**src/rtl/mito_pkg.sv**
```systemverilog
// mito_pkg: shared widths, mode encodings and pooling-stage state type.
package mito_pkg;
  localparam int DATA_WIDTH = 8;
  localparam int MAX_WIDTH = 32;
  localparam int DIM_BITS = 6;
  typedef enum logic [1:0] {CONVOL, FULLY, POOL} mode_t;
  typedef enum logic [1:0] {IDLE, RUN, FLUSH} pool_state_t;
endpackage

```
**src/rtl/pool_line_buf.sv**
```systemverilog
// pool_line_buf: one-write one-read array holding horizontal pair maxima of an even row.
module pool_line_buf #(
  parameter int DATA_WIDTH = 8,
  parameter int DEPTH = 16,
  parameter int AW = 4
) (
  input  logic                         clk,
  input  logic                         wr_en,
  input  logic [AW-1:0]                wr_addr,
  input  logic signed [DATA_WIDTH-1:0] wr_data,
  input  logic [AW-1:0]                rd_addr,
  output logic signed [DATA_WIDTH-1:0] rd_data
);
  logic signed [DATA_WIDTH-1:0] mem [DEPTH];
  always_ff @(posedge clk)
    if (wr_en) mem[wr_addr] <= wr_data;
  assign rd_data = mem[rd_addr];
endmodule

```
**src/rtl/max_pool_stream.sv**
```systemverilog
// max_pool_stream: streaming 2x2 stride-2 signed max pooling over a raster-ordered feature map.
module max_pool_stream #(
  parameter int DATA_WIDTH = mito_pkg::DATA_WIDTH,
  parameter int MAX_WIDTH = mito_pkg::MAX_WIDTH,
  parameter int DIM_BITS = mito_pkg::DIM_BITS
) (
  input  logic                         clk,
  input  logic                         rst_n,
  input  logic                         start,
  input  logic [DIM_BITS-1:0]          cfg_width,
  input  logic [DIM_BITS-1:0]          cfg_height,
  input  logic                         in_valid,
  output logic                         in_ready,
  input  logic signed [DATA_WIDTH-1:0] in_data,
  output logic                         out_valid,
  input  logic                         out_ready,
  output logic signed [DATA_WIDTH-1:0] out_data,
  output logic                         busy,
  output logic                         frame_done,
  output logic                         cfg_err
);
  import mito_pkg::*;
  localparam int AW = $clog2(MAX_WIDTH / 2);
  pool_state_t state, state_d;
  logic [DIM_BITS-1:0] w, h, col, row;
  logic signed [DATA_WIDTH-1:0] hold, m, lb_rd, pool;
  logic accept, col_last, last_beat, drain, cfg_ok, launch;
  assign cfg_ok = cfg_width != '0 && !cfg_width[0] && int'(cfg_width) <= MAX_WIDTH &&
                  !cfg_height[0] && cfg_height >= DIM_BITS'(2);
  assign launch = state == IDLE && start && cfg_ok;
  assign in_ready = state == RUN && (!out_valid || out_ready);
  assign accept = in_valid && in_ready;
  assign col_last = col == w - 1'b1;
  assign last_beat = col_last && row == h - 1'b1;
  assign drain = !out_valid || out_ready;
  assign m = (hold > in_data) ? hold : in_data;
  assign pool = (lb_rd > m) ? lb_rd : m;
  assign busy = state != IDLE;
  pool_line_buf #(.DATA_WIDTH(DATA_WIDTH), .DEPTH(MAX_WIDTH / 2), .AW(AW)) u_lb (
    .clk(clk),
    .wr_en(accept && col[0] && !row[0]),
    .wr_addr(AW'(col >> 1)),
    .wr_data(m),
    .rd_addr(AW'(col >> 1)),
    .rd_data(lb_rd)
  );
  always_comb begin
    state_d = state;
    state_d = launch ? RUN :
              (state == RUN && accept && last_beat) ? FLUSH :
              (state == FLUSH && drain) ? IDLE : state;
  end
  always_ff @(posedge clk or negedge rst_n)
    if (!rst_n) state <= IDLE;
    else state <= state_d;
  always_ff @(posedge clk or negedge rst_n)
    if (!rst_n) begin
      w <= '0;
      h <= '0;
      col <= '0;
      row <= '0;
      hold <= '0;
      out_valid <= 1'b0;
      out_data <= '0;
      frame_done <= 1'b0;
      cfg_err <= 1'b0;
    end else begin
      frame_done <= state == FLUSH && drain;
      cfg_err <= state == IDLE && start && !cfg_ok;
      if (launch) begin
        w <= cfg_width;
        h <= cfg_height;
        col <= '0;
        row <= '0;
      end else if (accept) begin
        col <= col_last ? '0 : col + 1'b1;
        row <= col_last ? row + 1'b1 : row;
        if (!col[0]) hold <= in_data;
      end
      // A freshly completed window takes priority over retiring the held result.
      if (accept && col[0] && row[0]) begin
        out_valid <= 1'b1;
        out_data <= pool;
      end else if (out_ready) out_valid <= 1'b0;
    end
endmodule

```
**config.mk**
```make
export PLATFORM = sky130hd
export DESIGN_NAME = max_pool_stream
export DESIGN_NICKNAME = d
export VERILOG_FILES = /design/src/rtl/mito_pkg.sv /design/src/rtl/pool_line_buf.sv /design/src/rtl/max_pool_stream.sv
export SDC_FILE = /design/constraint.sdc
export NUM_CORES = 1
export LEC_CHECK = 0
export ABC_AREA = 1
export CAP_MARGIN = 25
export CELL_PAD_IN_SITES_DETAIL_PLACEMENT = 0
export CELL_PAD_IN_SITES_GLOBAL_PLACEMENT = 1
export CORE_ASPECT_RATIO = 1.1
export CORE_MARGIN = 8
export CORE_UTILIZATION = 40
export CTS_BUF_LIST = sky130_fd_sc_hd__clkbuf_4
export DETAILED_ROUTE_END_ITERATION = 6
export GPL_TIMING_DRIVEN = 1
export PLACE_DENSITY_LB_ADDON = 0.1
export SLEW_MARGIN = 20
export SYNTH_ARGS = -nofsm -noshare
export SYNTH_HDL_FRONTEND = slang
export SYNTH_SLANG_ARGS = --single-unit
```
**constraint.sdc**
```tcl
create_clock -name clk -period 4.4 [get_ports clk]
set_input_delay 0.44 -clock clk [delete_from_list [all_inputs] [get_ports clk]]
set_output_delay 0.44 -clock clk [all_outputs]
set_load 0.02 [all_outputs]
```
==> key figures <==
Status
  – Outcome: finished clean

Synth
  – Post-synth cell types: 32
  – Synth area leader: edfxtp_1
  – Synth async-reset ratio: 0.260
  – Syn Inst Count: 756
  – Share of the synthesized area in the top cell type: 0.490
  – Sequential area share after synthesis: 0.633
  – Synthesis-stage register bit count: 173
  – Synth Warn #: 0
  – Mapped cell area: 0.00785 mm²
  – Synth top cells by count: 239 x nand2_1, 128 x edfxtp_1, 61 x inv_1
  – Synth top area cells: edfxtp_1 49%, dfrtp_1 14%, nand2_1 11%
  – Synthesized area per cell: 10.4 µm²
  – Main flop type after synthesis: edfxtp_1
  – Top-count cell post-synth: nand2_1
  – Syn Nets: 801
  – Number of enable flip-flop cells after synthesis: 128

Worst setup path
  – CP top delay family: simple AND/OR/NAND/NOR gates
  – CP Cell Sequence: inv_1, nor2_2, buf_4, nand2_1, nand2_1, o21ai_0, nand2_1, nor2_1, inv_1, ha_1, nand2_1, o21bai_1, nand2_1, nand2_1, nand2_1, nand3_1, inv_1, a21oi_1, nand2_1, nand2_1
  – Crit-path most repeated cell: nand2_1
  – CP Max Fanout: 33
  – CP Launch Type: flop
  – RR Endpoint: out_data[4]
  – Worst Path Buf+Inv: 4
  – R2R Setup Slk: 830 ps
  – Crit Path Class: reg -> reg
  – Cell count of the worst reg-to-reg path: 20
  – Worst Path Required: 4880 ps
  – WP data arrival: 4050 ps
  – Slowest CP cell: dfrtp_1
  – Reg2reg start: col[2]
  – Worst setup EP type: flop
  – CP peak stage delay: 590 ps

Power
  – Maximum vdd drop: 0.336 mV
  – Power density over cell area: 691 mW/mm²
  – Leakage: 3.63 nW

Placed design
  – GPL Wtd Cong: 0.793
  – DP Area: 0.00849 mm²
  – I/O Buffers: 37
  – Detailed-placement wirelength estimate: 12,400 µm
  – Placed insts: 1,031

STA
  – Clock Skews: 28.4 ps
  – Final Setup Violations: 0
  – Fin crit period: 3570 ps
  – Final Hold Violating Endpoints: 0
  – Slew Limit Fails: 0
  – Crit share post-route: 0.811
  – Fin Hold WS: 444 ps
  – RSZ-0062 raised after global routing: no
  – Slew @ Worst Pin: 951 ps
  – FMAX: 0.280 GHz
  – Setup TNS: 0 ps
  – Rel. slew slack: 0.364

Worst hold path
  – Worst hold path endpoint: out_valid
  – Hold Crit Depth: 2
  – Worst Hold Launch: out_ready
  – Tightest Hold Check Type: in -> reg

Finish
  – Share of cells above drive strength 1: 0.0685
  – Final #Nets: 849
  – Design area: 0.00877 mm²
  – Area growth from synthesis to layout: 11.8%
  – Sequential cell area: 0.00497 mm²
  – Fin util: 0.458
  – Multi-input logic area: 0.00252 mm²
  – Fillcell total: 1,812
  – Final std cells w/o fill: 1,065

Job
  – Max-Cap Viols: 0

Clock network
  – Post-cts hold buffer count: 1
  – Root Driver: clkbuf_4
  – Post-CTS setup buffers: 0
  – CTS Sinks: 173
  – Clk buf depth: 2
  – Post-CTS sizing: 0
  – Inserted Clock Buffers: 17
  – CTS tree: built
  – Worst-Skew Late Latency: 580 ps
  – H-tree Lvls: 4
  – Clock slew at reported path FFs: 150 ps

GRT
  – Largest net degree at the start of global routing: 46
  – First-pass GRT wire length: 29,700 µm
  – Vias in the first global route: 5,494
  – Gr usage total: 0.160
  – Antenna violations before repair: 1
  – Grt total ovfl: 0

Die
  – Core Area: 0.0192 mm²
  – Initial core utilization: 0.409
  – DIE WIDTH: 150 µm
  – Die height: 163 µm
  – FP Rows: 53
  – # IOs: 38
  – Die ar.: 0.0244 mm²

Drt
  – Vias per std cell: 5.07
  – Post-DR wirelength/cell: 17.5 µm
  – 1st-pass router iterations: 5
  – Post-route DRC: 0
  – Vias: 5,401
  – Post-Route WL: 18,600 µm
  – ANT nets after route: 0
  – 1st-iter DRT viols: 292
==> how the worst max path moves through the flow <==
stage / start / end / slack, ps / depth (start not counted)
3_3_place_gp: in_data[5] / out_data[1] / 420 / 21
4_1_cts: col[2] / out_data[4] / 770 / 20
5_1_grt: col[2] / out_data[4] / 460 / 19
6_report: col[2] / out_data[4] / 830 / 20
3_5_place_dp: in_data[7] / out_data[5] / 360 / 21
2_1_floorplan: in_data[7] / out_data[2] / 1120 / 21
==> power breakdown <==
group / switching [mW] / internal, mW / total [mW]
Combinational: 1.87 / 0.868 / 2.73
Clock: 0.612 / 0.265 / 0.877
Sequential: 0.176 / 2.27 / 2.45
Total: 2.66 / 3.40 / 6.06
==> sequential cells by signal, indices dropped and copies added, names as in the netlist <==
signal	count
hold	8
h	6
out_valid	1
state	2
frame_done	1
cfg_err	1
out_data	8
row	6
w	6
u_lb.mem	128
col	6
==> layout by cell type, fill, tap and decap left out, types with 3 or more instances in the layout <==
cell type / instances
dfrtp_1: 45
xor2_1: 13
nor2_2: 3
nand2_1: 239
o21ai_0: 24
nor3_1: 8
inv_6: 3
inv_2: 3
a22oi_1: 30
nand4_1: 25
a21oi_1: 23
buf_4: 10
clkbuf_4: 19
nand3b_1: 4
xnor2_1: 9
ha_1: 20
edfxtp_1: 128
clkdlybuf4s50_1: 36
inv_8: 5
nand3_1: 28
inv_1: 61
nor2_1: 57
==> worst reg2reg max path, stage by stage (launching register included) <==
cell      delay (ps)
dfrtp_1          590
inv_1            200
nor2_2            50
buf_4            280
nand2_1          120
nand2_1           60
o21ai_0          260
nand2_1          160
nor2_1           260
inv_1             80
ha_1             270
nand2_1           60
o21bai_1         150
nand2_1           60
nand2_1           40
nand2_1           50
nand3_1          320
inv_1            260
a21oi_1          100
nand2_1           70
nand2_1           50
==> stage by stage <==
stage               total power, mW  setup WS (ps)
finish                         6.06            830
global route                   6.54            463
CTS                            6.14            771
detailed placement             5.25            359
global placement               5.22            415
floorplan                      4.28           1120
==> layer usage <==
layer / GRT usage / part of all wire
met5: 0 / 0
met4: 0.0574 / 0.019
met3: 0.0297 / 0.026
met2: 0.269 / 0.50
met1: 0.202 / 0.45
==> layout make-up <==
type                       count  share of cell area
timing repair buffer          48              0.0514
sequential                   173               0.567
inverter                      65              0.0278
tap                          247              0.0352
clock buffer                  19              0.0163
clock inverter                13              0.0146
antenna                        1            0.000285
multi-input combinational    499               0.288
==> kinds of logic after synthesis <==
kind of cell               Yosys count  synth area share
and+or+nand+nor                    370             0.197
DFF                                173             0.633
muxes                                2           0.00287
adders and majority gates           20            0.0319
xor gates and xnor gates            22            0.0246
AOI/OAI and AO/OA                   85            0.0656
buffers and inverters               84            0.0447
Power figures use the tool's default switching activity.
